$ cat src/rtl/ahb_rr_arbiter.sv
// ahb_rr_arbiter: AHB bus arbiter for 2..16 masters with fixed-burst
// tracking, locked transfers and SPLIT masking.
// Ports: HCLK/HRESET (sync, active-high); HBUSREQ/HLOCK per master;
//   HTRANS/HBURST/HREADY/HRESP bus status; HSPLIT split release (16 bits);
//   HGRANT one-hot grant; HMASTER address-phase owner; HMASTLOCK lock flag.
// Build option: define AHB_ARB_RR_EN for round-robin arbitration,
//   otherwise fixed priority (lowest index wins).

module ahb_rr_arbiter #(
    parameter int NUM_MASTERS    = 4,
    parameter int DEFAULT_MASTER = 0
) (
    input  logic                   HCLK,
    input  logic                   HRESET,
    input  logic [NUM_MASTERS-1:0] HBUSREQ,
    input  logic [NUM_MASTERS-1:0] HLOCK,
    input  logic [1:0]             HTRANS,
    input  logic [2:0]             HBURST,
    input  logic                   HREADY,
    input  logic [1:0]             HRESP,
    input  logic [15:0]            HSPLIT,
    output logic [NUM_MASTERS-1:0] HGRANT,
    output logic [3:0]             HMASTER,
    output logic                   HMASTLOCK
);

    localparam logic [3:0] DEF_IDX    = 4'(DEFAULT_MASTER);
    localparam logic [1:0] TR_NONSEQ  = 2'b10;
    localparam logic [1:0] TR_SEQ     = 2'b11;
    localparam logic [1:0] RESP_OKAY  = 2'b00;
    localparam logic [1:0] RESP_SPLIT = 2'b11;

    typedef enum logic [1:0] {
        ARB,
        BURST,
        LOCKED
    } state_t;

    function automatic logic [3:0] low_idx(
        input logic [NUM_MASTERS-1:0] v
    );
        logic [3:0] r;
        r = DEF_IDX;
        for (int i = NUM_MASTERS - 1; i >= 0; i--)
            if (v[i]) r = 4'(i);
        return r;
    endfunction

    function automatic logic [NUM_MASTERS-1:0] one_hot(
        input logic [3:0] idx
    );
        logic [NUM_MASTERS-1:0] r;
        r = '0;
        for (int i = 0; i < NUM_MASTERS; i++)
            r[i] = (4'(i) == idx);
        return r;
    endfunction

    state_t                 state, state_d;
    logic [3:0]             beat_cnt, cnt_d;
    logic [NUM_MASTERS-1:0] split_mask, split_d;
    logic [NUM_MASTERS-1:0] grant_d;
    logic [3:0]             master_d;
    logic                   mlock_d;
    logic                   load_grant;

    logic [NUM_MASTERS-1:0] eligible;
    logic [3:0]             winner;
    logic [3:0]             grant_idx;
    logic                   owner_lock;
    logic                   nonseq;
    logic                   term;
    logic [3:0]             len_m1;

    assign eligible   = HBUSREQ & ~split_mask;
    assign grant_idx  = low_idx(HGRANT);
    // HTRANS and HLOCK belong to the master currently on the address bus.
    assign owner_lock = |(HLOCK & one_hot(HMASTER));
    assign nonseq     = (HTRANS == TR_NONSEQ);
    assign term       = (HRESP != RESP_OKAY);

    always_comb begin
        unique case (HBURST[2:1])
            2'b01:   len_m1 = 4'd3;
            2'b10:   len_m1 = 4'd7;
            2'b11:   len_m1 = 4'd15;
            default: len_m1 = 4'd0;
        endcase
    end

`ifdef AHB_ARB_RR_EN
    logic [3:0]             rr_ptr;
    logic [NUM_MASTERS-1:0] above;
    logic [NUM_MASTERS-1:0] upper;

    // Requesters above the last winner go first, then wrap to the bottom.
    always_comb begin
        above = '0;
        for (int i = 0; i < NUM_MASTERS; i++)
            above[i] = (4'(i) > rr_ptr);
    end

    assign upper  = eligible & above;
    assign winner = (|upper) ? low_idx(upper) : low_idx(eligible);

    always_ff @(posedge HCLK) begin
        if (HRESET)
            rr_ptr <= DEF_IDX;
        else if (load_grant && (|eligible))
            rr_ptr <= winner;
    end
`else
    assign winner = low_idx(eligible);
`endif

    always_comb begin
        state_d    = state;
        cnt_d      = beat_cnt;
        grant_d    = HGRANT;
        master_d   = HMASTER;
        mlock_d    = HMASTLOCK;
        load_grant = 1'b0;
        if (HREADY) begin
            master_d = grant_idx;
            mlock_d  = |(HLOCK & HGRANT);
            unique case (state)
                ARB: begin
                    load_grant = 1'b1;
                    if (term) begin
                        cnt_d = '0;
                    end else if (owner_lock && nonseq) begin
                        state_d = LOCKED;
                    end else if (nonseq && (|HBURST[2:1])) begin
                        cnt_d   = len_m1;
                        state_d = BURST;
                    end
                end
                BURST: begin
                    if (term) begin
                        state_d = ARB;
                        cnt_d   = '0;
                    end else if (HTRANS == TR_SEQ) begin
                        cnt_d = beat_cnt - 4'd1;
                        // Last beat's address goes out in ARB so the
                        // next grant lands right after it.
                        if (beat_cnt == 4'd2)
                            state_d = ARB;
                    end
                end
                LOCKED: begin
                    if (term) begin
                        state_d = ARB;
                        cnt_d   = '0;
                    end else if (!owner_lock) begin
                        // Grant held one more cycle for the last
                        // locked data phase.
                        state_d = ARB;
                    end
                end
                default: begin
                    state_d = ARB;
                    cnt_d   = '0;
                end
            endcase
        end
        if (load_grant)
            grant_d = one_hot(winner);
    end

    // Set beats clear when both hit the same master in one cycle.
    always_comb begin
        split_d = split_mask & ~HSPLIT[NUM_MASTERS-1:0];
        if (HREADY && (HRESP == RESP_SPLIT))
            split_d = split_d | one_hot(HMASTER);
    end

    always_ff @(posedge HCLK) begin
        if (HRESET) begin
            state      <= ARB;
            beat_cnt   <= '0;
            split_mask <= '0;
            HGRANT     <= one_hot(DEF_IDX);
            HMASTER    <= DEF_IDX;
            HMASTLOCK  <= 1'b0;
        end else begin
            state      <= state_d;
            beat_cnt   <= cnt_d;
            split_mask <= split_d;
            HGRANT     <= grant_d;
            HMASTER    <= master_d;
            HMASTLOCK  <= mlock_d;
        end
    end

    logic unused_in;
    if (NUM_MASTERS < 16) begin : g_unused_part
        assign unused_in = ^{HBURST[0], HSPLIT[15:NUM_MASTERS]};
    end else begin : g_unused_full
        assign unused_in = HBURST[0];
    end

endmodule
$ cat config.mk
export PLATFORM = sky130hd
export DESIGN_NAME = ahb_rr_arbiter
export DESIGN_NICKNAME = d
export VERILOG_FILES = /design/src/rtl/ahb_rr_arbiter.sv
export SDC_FILE = /design/constraint.sdc
export NUM_CORES = 1
export LEC_CHECK = 0
export ABC_CLOCK_PERIOD_IN_PS = 3150
export CAP_MARGIN = 25
export CORE_ASPECT_RATIO = 1.25
export CORE_MARGIN = 2
export CORE_UTILIZATION = 34
export DETAILED_ROUTE_END_ITERATION = 6
export HOLD_SLACK_MARGIN = 0.12
export PLACE_DENSITY = 0.69
export SETUP_SLACK_MARGIN = 0.4
export SLEW_MARGIN = 20
export SYNTH_ARGS = -nofsm -noshare
export SYNTH_HDL_FRONTEND = slang
export SYNTH_SLANG_ARGS = --single-unit
$ cat constraint.sdc
create_clock -name HCLK -period 3.15 [get_ports HCLK]
set_input_delay 0.315 -clock HCLK [delete_from_list [all_inputs] [get_ports HCLK]]
set_output_delay 0.315 -clock HCLK [all_outputs]
set_load 0.02 [all_outputs]
==> flow_metrics.tcl <==
set metrics [dict create \
    timing.fmax_ghz 0.511 \
    cp_cell_sequence "clkdlybuf4s50_1, or3b_2, o31ai_4, a311oi_1, a31o_2" \
    postCtsHoldBufs 0 \
    fin_crit_sh_pct 62.2 \
    yosysUniqueCellTypes 42 \
    synthTopCellsByCount "17 x dfxtp_1, 13 x nand2_1, 10 x inv_1, 10 x nor2_1, 8 x a21oi_1" \
    cp-end-kind "flip-flop" \
    worst_pin_slew_ns 0.747 \
    netlist_top_cells_area "dfxtp_1 34%, nand2_1 4.8%, a21oi_1 3.9%" \
    io_pins 43 \
    ys_seq_area_share_pct 33.5 \
    reg2reg_from "HMASTER[0]$_SDFFE_PP0P_" \
    critPathSlowestCell "clkdlybuf4s50_1" \
    clk_pin_slew_ns 0.10 \
    rows 22 \
    cts_tree "yes" \
    grtUsageTotal_pct 16.7 \
    required_ns 3.34 \
    clkLatencyLatePin_ns 0.29 \
    yosys.area.top_type "dfxtp_1" \
    yosysMostFrequentCell "dfxtp_1" \
    hp-start "HMASTLOCK$_SDFFE_PP0P_" \
    cts_sinks 17 \
    seqPwrFrac_pct 51.7 \
    switching_share_pct 27.9 \
    setup_tns_ns 0 \
    first_iter_violations 29 \
    gp_congestion 0.823 \
    synth_warnings 0 \
    rsz0062_at_grt "false" \
    hold_class "flip-flop to flip-flop" \
    syn_area_mm2 0.00101 \
    drive_gt1_share_pct 9.27 \
    final_util_pct 46.1 \
    area_growth_pct 31.3 \
    die_area_mm2 0.00344 \
    synthFlopType "dfxtp_1" \
    final-seq-area_um2 340 \
    drv_cap 0 \
    die_w_um 52.9 \
    cts_buffer_depth 2 \
    setup.worst_path.class "input port to flip-flop" \
    dp_hpwl_um 2010 \
    wl_um 2680 \
    vias 1015 \
    clockPowerShare_pct 26.8 \
    synth_top_area_share_pct 33.5 \
    routedWlPerCell_um 14.3 \
    internal-power_mw 0.318 \
    switchingPower_mw 0.123 \
    grt_pass1_vias 986 \
    syn_avg_cell_area_um2 8.12 \
    critPathTopFamily "compound AO/OA/AOI/OAI gates" \
    vias_per_cell 5.43 \
    startpoint_type "input port" \
    p_leak_nw 0.461 \
    globalRoute.totalOverflow 0 \
    fp.dieH_um 65.1 \
    p_comb_share_pct 21.6 \
    cp_max_fo 5 \
    critPathBufInv 1 \
    cts_root_buffer "clkbuf_4" \
    grt_max_degree 20 \
    irDropWorstVdd_uv 190 \
    max_stage_delay_ns 0.54 \
    crit_start "HTRANS[1]" \
    fin_nets 188 \
    arrival_ns 2.15 \
    drc_errors 0 \
    fin_worst_skew_ns 0.000340 \
    setup_viol 0 \
    synth_edf_count 0 \
    cts_buffers 3 \
    core_area_mm2 0.00289 \
    start_util_pct 35.1 \
    post_cts_buffers 0 \
    slew_viol_final 0 \
    io_buffers 27 \
    multi_input_area_um2 606 \
    first_pass_iters 4 \
    grt_antenna_before_repair 0 \
    hold_viol_final 0 \
    grt_pass1_wl_um 4260 \
    diodes 0 \
    synth_seq_cells 17 \
    power_density_mw_per_mm2 331 \
    period_needed_ns 1.96 \
    htree_levels 1 \
    postPlaceCellArea_mm2 0.00131 \
    async_reset_ff_share_pct 0 \
    max_slew_margin_pct 50.0 \
    cts_resized 0 \
    outcome "finished clean" \
    fillCellCount 296 \
    final_antenna_net_count 0 \
    stdcell_area_mm2 0.00133 \
    postSynthCellCount 125 \
]
metrics by stage:
step | total power [mW] | hold WS, ns | setup slack (ns) | std cells
after floorplan | 0.282 | 0.445 | 1.33 | 126
after global placement | 0.325 | 0.467 | 0.976 | 183
after detailed placement | 0.327 | 0.480 | 0.888 | 183
after CTS | 0.445 | 0.497 | 1.20 | 187
after global routing | 0.465 | 0.535 | 1.13 | 187
final | 0.441 | 0.493 | 1.19 | 187
routing by layer:
metal | wire (µm) | share of wire (%) | global-route usage, %
met5 | 0 | 0 | 0
met4 | 10 | 0.37 | 4.49
met3 | 165 | 6.2 | 4.61
met2 | 1410 | 53 | 29.7
met1 | 1090 | 41 | 19.1
power by group through the flow:
stage               Clock (mW)  Sequential [mW]  Combinational, mW
global placement             0            0.232             0.0921
global route             0.133            0.229              0.103
CTS                      0.122            0.228             0.0949
floorplan                    0            0.235             0.0467
finish                   0.118            0.228             0.0951
detailed placement           0            0.232             0.0946
state kept, by name, summed over array words and instances, names as in the netlist:
register / flops
split_mask: 4
HMASTER: 2
HMASTLOCK: 1
beat_cnt: 4
HGRANT: 4
state: 2
logic make-up after synthesis:
kind of cell,Yosys count,synth area share [%]
AOI/OAI and AO/OA,33,25.6
other,1,0.370
DFF,17,33.5
and+or+nand+nor,52,26.5
buffers and inverters,17,7.15
muxes,3,4.32
adders and majority gates,2,2.47
worst paths after layout:
path | end | slack [ns] | depth (start not counted)
min | HMASTLOCK$_SDFFE_PP0P_ | 0.49 | 2
max | beat_cnt[3]$_SDFFE_PP0P_ | 1.19 | 5
min reg2reg | HMASTLOCK$_SDFFE_PP0P_ | 0.49 | 2
max reg2reg | beat_cnt[3]$_SDFFE_PP0P_ | 1.19 | 4
tightest hold or removal path: cells and delay by family (launching register included):
kind,cells,cell delay (ns)
simple gates,1,0.08
compound gates,1,0.05
flops,1,0.32
area by class of cell:
| type | instances | share of cell area, % |
|---|---|---|
| tap | 36 | 3.38 |
| sequential | 17 | 25.5 |
| clock buffer | 4 | 1.97 |
| timing repair buffer | 28 | 20.8 |
| multi-input combinational | 92 | 45.4 |
| inverter | 10 | 2.82 |
placed cells by master, fill, tap and decap left out, types with 3 or more instances in the layout:
cell / Yosys / layout
a21oi_1: 8 / 8
clkbuf_4: 0 / 3
clkdlybuf4s50_1: 0 / 27
dfxtp_1: 17 / 17
inv_1: 10 / 10
nand2_1: 13 / 13
nand2b_1: 4 / 4
nand3_1: 4 / 4
nor2_1: 10 / 10
nor2b_1: 5 / 5
nor3_1: 3 / 3
nor4_1: 5 / 5
o21ai_0: 4 / 4
Power figures use the tool's default switching activity.
